===== src/rtl/core_arf_scoreboard.sv =====
// In-order issue scoreboard for the 16x16 architectural register file.
// It tracks a busy bit and an owner tag for each register, and allocates writeback tags.
module core_arf_scoreboard #(
   parameter int unsigned ISSUE = 2,
   parameter int unsigned WB    = 2,
   parameter int unsigned TAG_W = 4
) (
   input  logic                   clk_i,
   input  logic                   arst_ni,
   input  logic                   flush_i,
   input  logic [ISSUE-1:0]       iss_valid_i,
   input  logic [ISSUE-1:0]       iss_rs_en_i,
   input  logic [ISSUE-1:0]       iss_rt_en_i,
   input  logic [ISSUE*4-1:0]     iss_rs_i,
   input  logic [ISSUE*4-1:0]     iss_rt_i,
   input  logic [ISSUE-1:0]       iss_rd_en_i,
   input  logic [ISSUE*4-1:0]     iss_rd_i,
   output logic [ISSUE-1:0]       iss_grant_o,
   output logic [ISSUE*TAG_W-1:0] iss_tag_o,
   input  logic [WB-1:0]          wb_en_i,
   input  logic [WB*4-1:0]        wb_addr_i,
   input  logic [WB*TAG_W-1:0]    wb_tag_i,
   output logic [15:0]            busy_o,
   output logic [TAG_W:0]         inflight_o
);

   localparam int unsigned   CW   = TAG_W + 2;
   localparam logic [CW-1:0] MAXF = CW'(2 ** TAG_W);

   logic [15:0]      busy_q, busy_d;
   logic [TAG_W-1:0] owner_q [16];
   logic [TAG_W-1:0] owner_d [16];
   logic [TAG_W-1:0] tag_q, tag_d;
   logic [TAG_W:0]   inflight_q, inflight_d;

   logic [CW-1:0]    n_wr, k, wb_cnt, sum, diff;
   logic [3:0]       rs_j, rt_j, rd_w, wa;
   logic [TAG_W-1:0] wt;
   logic             hazard, cap_ok, prev_ok, g;

   // Grant is an in-order prefix. The capacity check uses only the registered count.
   always_comb begin
      iss_grant_o = '0;
      iss_tag_o   = '0;
      n_wr        = '0;
      k           = '0;
      rs_j        = '0;
      rt_j        = '0;
      hazard      = 1'b0;
      cap_ok      = 1'b0;
      g           = 1'b0;
      prev_ok     = 1'b1;
      for (int unsigned j = 0; j < ISSUE; j++) begin
         rs_j   = iss_rs_i[j*4 +: 4];
         rt_j   = iss_rt_i[j*4 +: 4];
         hazard = (iss_rs_en_i[j] && busy_q[rs_j]) || (iss_rt_en_i[j] && busy_q[rt_j]);
         for (int unsigned i = 0; i < j; i++) begin
            if (iss_valid_i[i] && iss_rd_en_i[i]) begin
               if (iss_rs_en_i[j] && (rs_j == iss_rd_i[i*4 +: 4])) hazard = 1'b1;
               if (iss_rt_en_i[j] && (rt_j == iss_rd_i[i*4 +: 4])) hazard = 1'b1;
            end
         end
         k      = n_wr + CW'(iss_rd_en_i[j]);
         cap_ok = ({1'b0, inflight_q} + k) <= MAXF;
         g      = iss_valid_i[j] && !hazard && cap_ok && prev_ok && !flush_i;
         iss_grant_o[j] = g;
         if (g && iss_rd_en_i[j]) begin
            iss_tag_o[j*TAG_W +: TAG_W] = tag_q + n_wr[TAG_W-1:0];
            n_wr = n_wr + CW'(1);
         end
         prev_ok = g;
      end
   end

   // Writeback releases are applied first, so that a same-cycle reservation overrides them.
   always_comb begin
      busy_d  = busy_q;
      owner_d = owner_q;
      wb_cnt  = '0;
      wa      = '0;
      wt      = '0;
      rd_w    = '0;
      for (int unsigned w = 0; w < WB; w++) begin
         wa = wb_addr_i[w*4 +: 4];
         wt = wb_tag_i[w*TAG_W +: TAG_W];
         if (wb_en_i[w]) begin
            wb_cnt = wb_cnt + CW'(1);
            if (busy_q[wa] && (owner_q[wa] == wt)) busy_d[wa] = 1'b0;
         end
      end
      for (int unsigned j = 0; j < ISSUE; j++) begin
         rd_w = iss_rd_i[j*4 +: 4];
         if (iss_grant_o[j] && iss_rd_en_i[j]) begin
            busy_d[rd_w]  = 1'b1;
            owner_d[rd_w] = iss_tag_o[j*TAG_W +: TAG_W];
         end
      end
      sum        = {1'b0, inflight_q} + n_wr;
      diff       = sum - wb_cnt;
      inflight_d = (sum >= wb_cnt) ? diff[TAG_W:0] : '0;
      tag_d      = tag_q + n_wr[TAG_W-1:0];
      if (flush_i) begin
         busy_d     = '0;
         inflight_d = '0;
         tag_d      = tag_q;
      end
   end

   always_ff @(posedge clk_i or negedge arst_ni) begin
      if (!arst_ni) begin
         busy_q     <= '0;
         owner_q    <= '{default: '0};
         tag_q      <= '0;
         inflight_q <= '0;
      end else begin
         busy_q     <= busy_d;
         owner_q    <= owner_d;
         tag_q      <= tag_d;
         inflight_q <= inflight_d;
      end
   end

   assign busy_o     = busy_q;
   assign inflight_o = inflight_q;

endmodule


===== config.mk =====
export PLATFORM = sky130hd
export DESIGN_NAME = core_arf_scoreboard
export DESIGN_NICKNAME = d
export VERILOG_FILES = /design/src/rtl/core_arf_scoreboard.sv
export SDC_FILE = /design/constraint.sdc
export NUM_CORES = 1
export LEC_CHECK = 0
export BUFFER_PORTS_ARGS = -buffer_cell sky130_fd_sc_hd__buf_2
export CORE_MARGIN = 2
export CORE_UTILIZATION = 40
export DETAILED_ROUTE_END_ITERATION = 6
export GPL_TIMING_DRIVEN = 0
export PLACE_DENSITY_LB_ADDON = 0.3
export SLEW_MARGIN = 20
export SYNTH_ARGS = -nofsm -noshare
export SYNTH_HDL_FRONTEND = slang
export SYNTH_SLANG_ARGS = --single-unit

===== constraint.sdc =====
create_clock -name clk_i -period 17.7 [get_ports clk_i]
set_input_delay 4.425 -clock clk_i [delete_from_list [all_inputs] [get_ports clk_i]]
set_output_delay 4.425 -clock clk_i [all_outputs]
set_load 0.02 [all_outputs]

== Word-level counts from Yosys, hierarchy flattened ==
Cells that the tools add are included.

* Multiplexer cells: 52
* Equal/unequal tests: 4
* Reduce and logical (&&, ||, !) cells: 29
* Add/sub/neg operators: 9
* Bitwise logic cells: 10
* $lt $le $gt $ge: 21

{| class="wikitable"
|+ Operators with widths
! cell !! count
|-
| 64-bit bitwise mux || 2
|-
| 64-bit two-way mux || 2
|-
| 16-bit two-way mux || 7
|-
| 4-bit by 5-bit < comparator with 1-bit output (second input constant) || 8
|-
| 16-bit bitwise AND || 2
|-
| 4-bit binary-select mux with 4-bit select || 2
|-
| 4-bit demux with 4-bit select || 2
|-
| 4-bit two-way mux || 8
|-
| 16-bit NOT || 2
|-
| 16-bit bitwise OR || 2
|-
| 1-bit binary-select mux with 4-bit select || 6
|-
| 1-bit logical AND || 24
|-
| 5-bit greater-or-equal comparator (second input constant) || 4
|-
| 4-bit NOT with 5-bit output || 4
|-
| 1-bit demux with 4-bit select || 4
|-
| 4-bit == test || 4
|-
| 4-bit by 1-bit greater-or-equal comparator with 1-bit output (second input constant) || 4
|-
| 1-bit two-way mux || 15
|-
| 5-bit by 6-bit adder with 6-bit output || 2
|-
| 6-bit by 1-bit adder with 6-bit output (second input constant) || 2
|-
| 6-bit by 5-bit <= comparator with 1-bit output (second input constant) || 2
|-
| 6-bit two-way mux || 2
|-
| 5-bit by 1-bit < comparator with 1-bit output (second input constant) || 2
|-
| 5-bit two-way mux || 2
|-
| 7 further kinds || 11
|}

* Bits of input ports: 53
* Flip-flop bits (word level): 89
* Logic and storage cells: 144

== Logic depth before layout (Yosys ltp) ==
* Depth after elaboration: 22
* Mapped depth: 29
* Depth with buffers taken out: 25

== Least setup slack after synthesis ==
Ideal clock, no wire load.

* Path kind: in2out
* From: in iss_rt_i[0]
* To: out iss_tag_o[7]
* Stages: 18
* Arrival time: 8.955 ns
* Data required time: 13.275 ns
* Path slack: 4.320 ns
* Path through: buf_2 mux2i_1 a221oi_1 a21boi_4 nand3_2 buf_6 buf_2 inv_1 and2_1 fa_1 ha_1 o311a_1 o221ai_1 nand4b_1 buf_4 nor4_4 clkbuf_1 nor2b_1

* Longest elaborated chain between the ends: 18

{| class="wikitable"
|+ Ends and longest elaborated chain
! element !! line !! text
|-
| start, declared || 15 || <nowiki>input logic [ISSUE*4-1:0] iss_rt_i,</nowiki>
|-
| 1-bit binary-select mux with 4-bit select (*) || 56 || <nowiki>hazard = (iss_rs_en_i[j] && busy_q[rs_j]) || (iss_rt_en_i[j] && busy_q[rt_j]);</nowiki>
|-
| 1-bit two-way mux (not written as such) (*) || 56 ||
|-
| 1-bit logical AND (*) || 56 ||
|-
| 1-bit logical OR (*) || 56 ||
|-
| 1-bit zero test (*) || 65 || <nowiki>g = iss_valid_i[j] && !hazard && cap_ok && prev_ok && !flush_i;</nowiki>
|-
| 1-bit logical AND (*) (3 in series) || 65 ||
|-
| net iss_grant_o[0] || 18 || <nowiki>output logic [ISSUE-1:0] iss_grant_o,</nowiki>
|-
| 1-bit logical AND || 67 || <nowiki>if (g && iss_rd_en_i[j]) begin</nowiki>
|-
| 1-bit two-way mux || 67 ||
|-
| 6-bit by 1-bit adder with 6-bit output || 63 || <nowiki>k = n_wr + CW'(iss_rd_en_i[j]);</nowiki>
|-
| 5-bit by 6-bit adder with 6-bit output || 64 || <nowiki>cap_ok = ({1'b0, inflight_q} + k) <= MAXF;</nowiki>
|-
| 6-bit by 5-bit <= comparator with 1-bit output || 64 ||
|-
| 1-bit logical AND (3 in series) || 65 ||
|-
| 1-bit logical AND || 67 ||
|-
| 4-bit two-way mux (*) || 67 ||
|-
| end, declared || 19 || <nowiki>output logic [ISSUE*TAG_W-1:0] iss_tag_o,</nowiki>
|}

The timed path passes the listed nets; every way through them passes the cells marked *. The select of a mux whose other input is x is not followed.

== Worst setup path in the final report ==
* From: in iss_rt_i[0]
* To: out iss_tag_o[7]

* Longest elaborated chain between the ends: 18

{| class="wikitable"
|+ Ends and longest elaborated chain
! element !! line
|-
| 1-bit binary-select mux with 4-bit select (*) || 56
|-
| 1-bit two-way mux (not written as such) (*) || 56
|-
| 1-bit logical AND (*) || 56
|-
| 1-bit logical OR (*) || 56
|-
| 1-bit zero test (*) || 65
|-
| 1-bit logical AND (*) (3 in series) || 65
|-
| 1-bit logical AND || 67
|-
| 1-bit two-way mux || 67
|-
| 6-bit by 1-bit adder with 6-bit output || 63
|-
| 5-bit by 6-bit adder with 6-bit output || 64
|-
| 6-bit by 5-bit <= comparator with 1-bit output || 64
|-
| 1-bit logical AND (3 in series) || 65
|-
| 1-bit logical AND || 67
|-
| 4-bit two-way mux (*) || 67
|}

Mark *: on every way between the ends. The rest lies on a longest branch, timed or not. The select of a mux whose other input is x is not followed.

==> reports/qor.yml <==
clk_path_buf_depth: 2
drt_iter0_markers: 661
gp_congestion: 0.929
cts-resized-gates: 0
setup_tns_ps: 0
grt_usage_pct: 26.6
die-area_mm2: 0.0216
end_kind: "output port"
hold_violations: 0
worst_slew_pin_slew_ps: 931
reg2reg_depth: 26
ir_worst_vdd_v: 0.0000447
die_w_um: 147
core.rowCount: 52
yosys.area_share.adder_pct: 2.97
clkTransAtPathRegs_ps: 70
wl_per_cell_um: 24.7
status: "completed"
overflow: 0
synth_compound_area_share_pct: 10.2
via_per_inst: 6.27
powerDensity_mw_per_mm2: 98.5
synth_area_mm2: 0.00817
crit_chain: "buf_2 -> mux2i_1 -> a221oi_1 -> a21boi_4 -> nand3_2 -> buf_6 -> buf_2 -> inv_1 -> and2_1 -> fa_1 -> ha_1 -> o311a_1 -> o221ai_1 -> nand4b_1 -> buf_4 -> nor4_4 -> clkbuf_1 -> nor2b_1 -> buf_2"
syn_nets: 867
vias: 7262
r2r_slack_ps: 9940
synth_edf_count: 0
netlist_instances: 797
synth_flop_cell: "dfrtp_1"
maxSlewViolCount: 0
rr_startpoint: "busy_o[1]$_DFF_PN0_"
die_height_um: 147
synthArstFlopShare_pct: 100
cpPeakStageDelay_ps: 830
post_cts_buffers: 0
finalSetupViolCount: 0
synth_xor_area_share_pct: 3.11
hold_path.class: "flop to flop"
clock_latency_ps: 360
antenna_found_initial: 1
cts_tree: "yes"
ys_types: 71
cp-endpoint: "iss_tag_o[7]"
maxCapViolations: 0
grt_pass1_vias: 7055
final_nets: 953
cp_slowest_cell: "a221oi_1"
r2r_end: "inflight_o[2]$_DFF_PN0_"
ys_warn_count: 0
max_freq_mhz: 70.0
yosys.area_share.simple_pct: 22.1
critical_path_class: "input port to output port"
cp.depth: 19
cts_hold_buf: 0
dp_hpwl_um: 21800
critPathTopFamily: "buffers and inverters"
start_util_pct: 40.6
critPathArrivalTime_ps: 9860
port_buffers: 74
first_pass_iters: 6
grt_max_degree: 61
syn_avg_cell_area_um2: 10.2
period_needed_ps: 14280
coreArea_mm2: 0.0201
root_buffer: "clkbuf_16"
antenna_left: 0
p_leak_nw: 3.95
maxSlewHeadroom_pct: 37.9
muxShareOfSynthArea_pct: 29.8
start_kind: "input port"
area_growth_pct: 12.9
drcViolationCount: 0
skew_ps: 8.32
grt_pass1_wl_um: 43400
required_ps: 13280
cpMostUsedCell: "buf_2"
finalCritPeriodShare_pct: 80.7
boundaryPins: 84
synth_seq_cells: 89
startpoint: "iss_rt_i[0]"
antenna_cells: 0
rsz0062_at_grt: "false"
worst-path-max-fanout: 10
whs_ps: 549
cts_buffers: 9
ys_seq_area_share_pct: 27.3
clock-sinks: 89
synth_top_family_by_area: "multiplexers"
path_buf_inv: 7
cts_max_level: 3
wl_um: 28600
drive_above_1_share_pct: 23.0
Yosys cell counts, drive strengths merged (6+ instances only):
library cell | number | area [um^2]
a211oi | 9 | 72.6
a21oi | 14 | 70.1
a31oi | 6 | 37.5
and2 | 6 | 37.5
and3 | 12 | 75.1
buf | 21 | 133
clkbuf | 46 | 173
dfrtp | 89 | 2230
ha | 13 | 163
inv | 17 | 63.8
mux2 | 32 | 364
mux2i | 104 | 1040
mux4 | 45 | 1030
nand2 | 40 | 150
nand2b | 13 | 81.3
nand3 | 31 | 160
nand4 | 17 | 106
nor2 | 38 | 143
nor2b | 18 | 113
nor3 | 17 | 110
nor3b | 7 | 52.6
nor4 | 42 | 470
o211ai | 10 | 75.1
o21ai | 32 | 160
o21bai | 9 | 67.6
o311ai | 9 | 78.8
or2 | 7 | 43.8
or3 | 11 | 68.8
or4 | 8 | 75.1
xnor2 | 16 | 140
xor2 | 13 | 114
through the flow:
step	instance area, um^2	cells	setup slack (ps)	power, mW	utilization, %
2_1_floorplan	8170	797	4320	0.569	-
3_3_place_gp	8880	1141	3550	0.687	44.1
3_5_place_dp	8910	1142	3480	0.696	44.3
4_1_cts	9220	1158	3450	0.903	45.9
5_1_grt	9220	1158	3020	0.959	45.9
6_report	9220	1158	3420	0.908	45.9
power breakdown:
group | total, mW | switching (mW) | internal [mW]
Sequential | 0.313 | 0.0530 | 0.260
Combinational | 0.388 | 0.230 | 0.158
Clock | 0.207 | 0.0944 | 0.112
cell usage in the layout (no fill, tap or decap), types with 18 or more instances in the layout:
cell type / n
mux2i_1: 104
clkbuf_1: 46
nor2_1: 38
nand2_1: 40
nor2b_1: 18
buf_2: 83
nand3_1: 30
nor4_1: 27
mux2_2: 18
dfrtp_1: 89
mux4_2: 40
routing by layer:
layer	vias up	share of wire, %	track usage, %	wire, um
met5	-	0.046	0	13
met4	2	4.8	13.2	1380
met3	87	8.4	5.40	2410
met2	376	46	42.3	13000
met1	3554	41	34.8	11700
li1	3243	-	-	-
sequential cells by signal (all words and copies together) (netlist names):
register / count
inflight_o: 5
tag_q: 4
busy_o: 16
owner_q: 64
kinds of logic after synthesis:
kind of cell / after synthesis
compound gates: 116
flops: 89
mux: 181
fa+ha+maj: 17
simple gates: 280
xor+xnor: 29
buf+inv: 85
area by class of cell:
| class | instances | area (um^2) |
|---|---|---|
| fillers | 1885 | 10900 |
| multi-input cells | 623 | 5570 |
| inverters | 18 | 67.6 |
| repair buffers | 75 | 404 |
| well taps | 270 | 338 |
| clock inverters | 7 | 83.8 |
| flip-flops and latches | 89 | 2230 |
| clock buffers | 9 | 225 |
| plain buffers | 67 | 305 |
worst min-delay path by stage:
stage	startpoint	end	slack (ps)	depth (start not counted)
floorplan	tag_q[0]$_DFFE_PN0N_	tag_q[0]$_DFFE_PN0N_	520	1
CTS	tag_q[0]$_DFFE_PN0N_	tag_q[0]$_DFFE_PN0N_	560	1
detailed placement	tag_q[0]$_DFFE_PN0N_	tag_q[0]$_DFFE_PN0N_	540	1
finish	tag_q[0]$_DFFE_PN0N_	tag_q[0]$_DFFE_PN0N_	550	1
global placement	tag_q[0]$_DFFE_PN0N_	tag_q[0]$_DFFE_PN0N_	530	1
global route	tag_q[0]$_DFFE_PN0N_	tag_q[0]$_DFFE_PN0N_	590	1
Power figures use the tool's default switching activity.
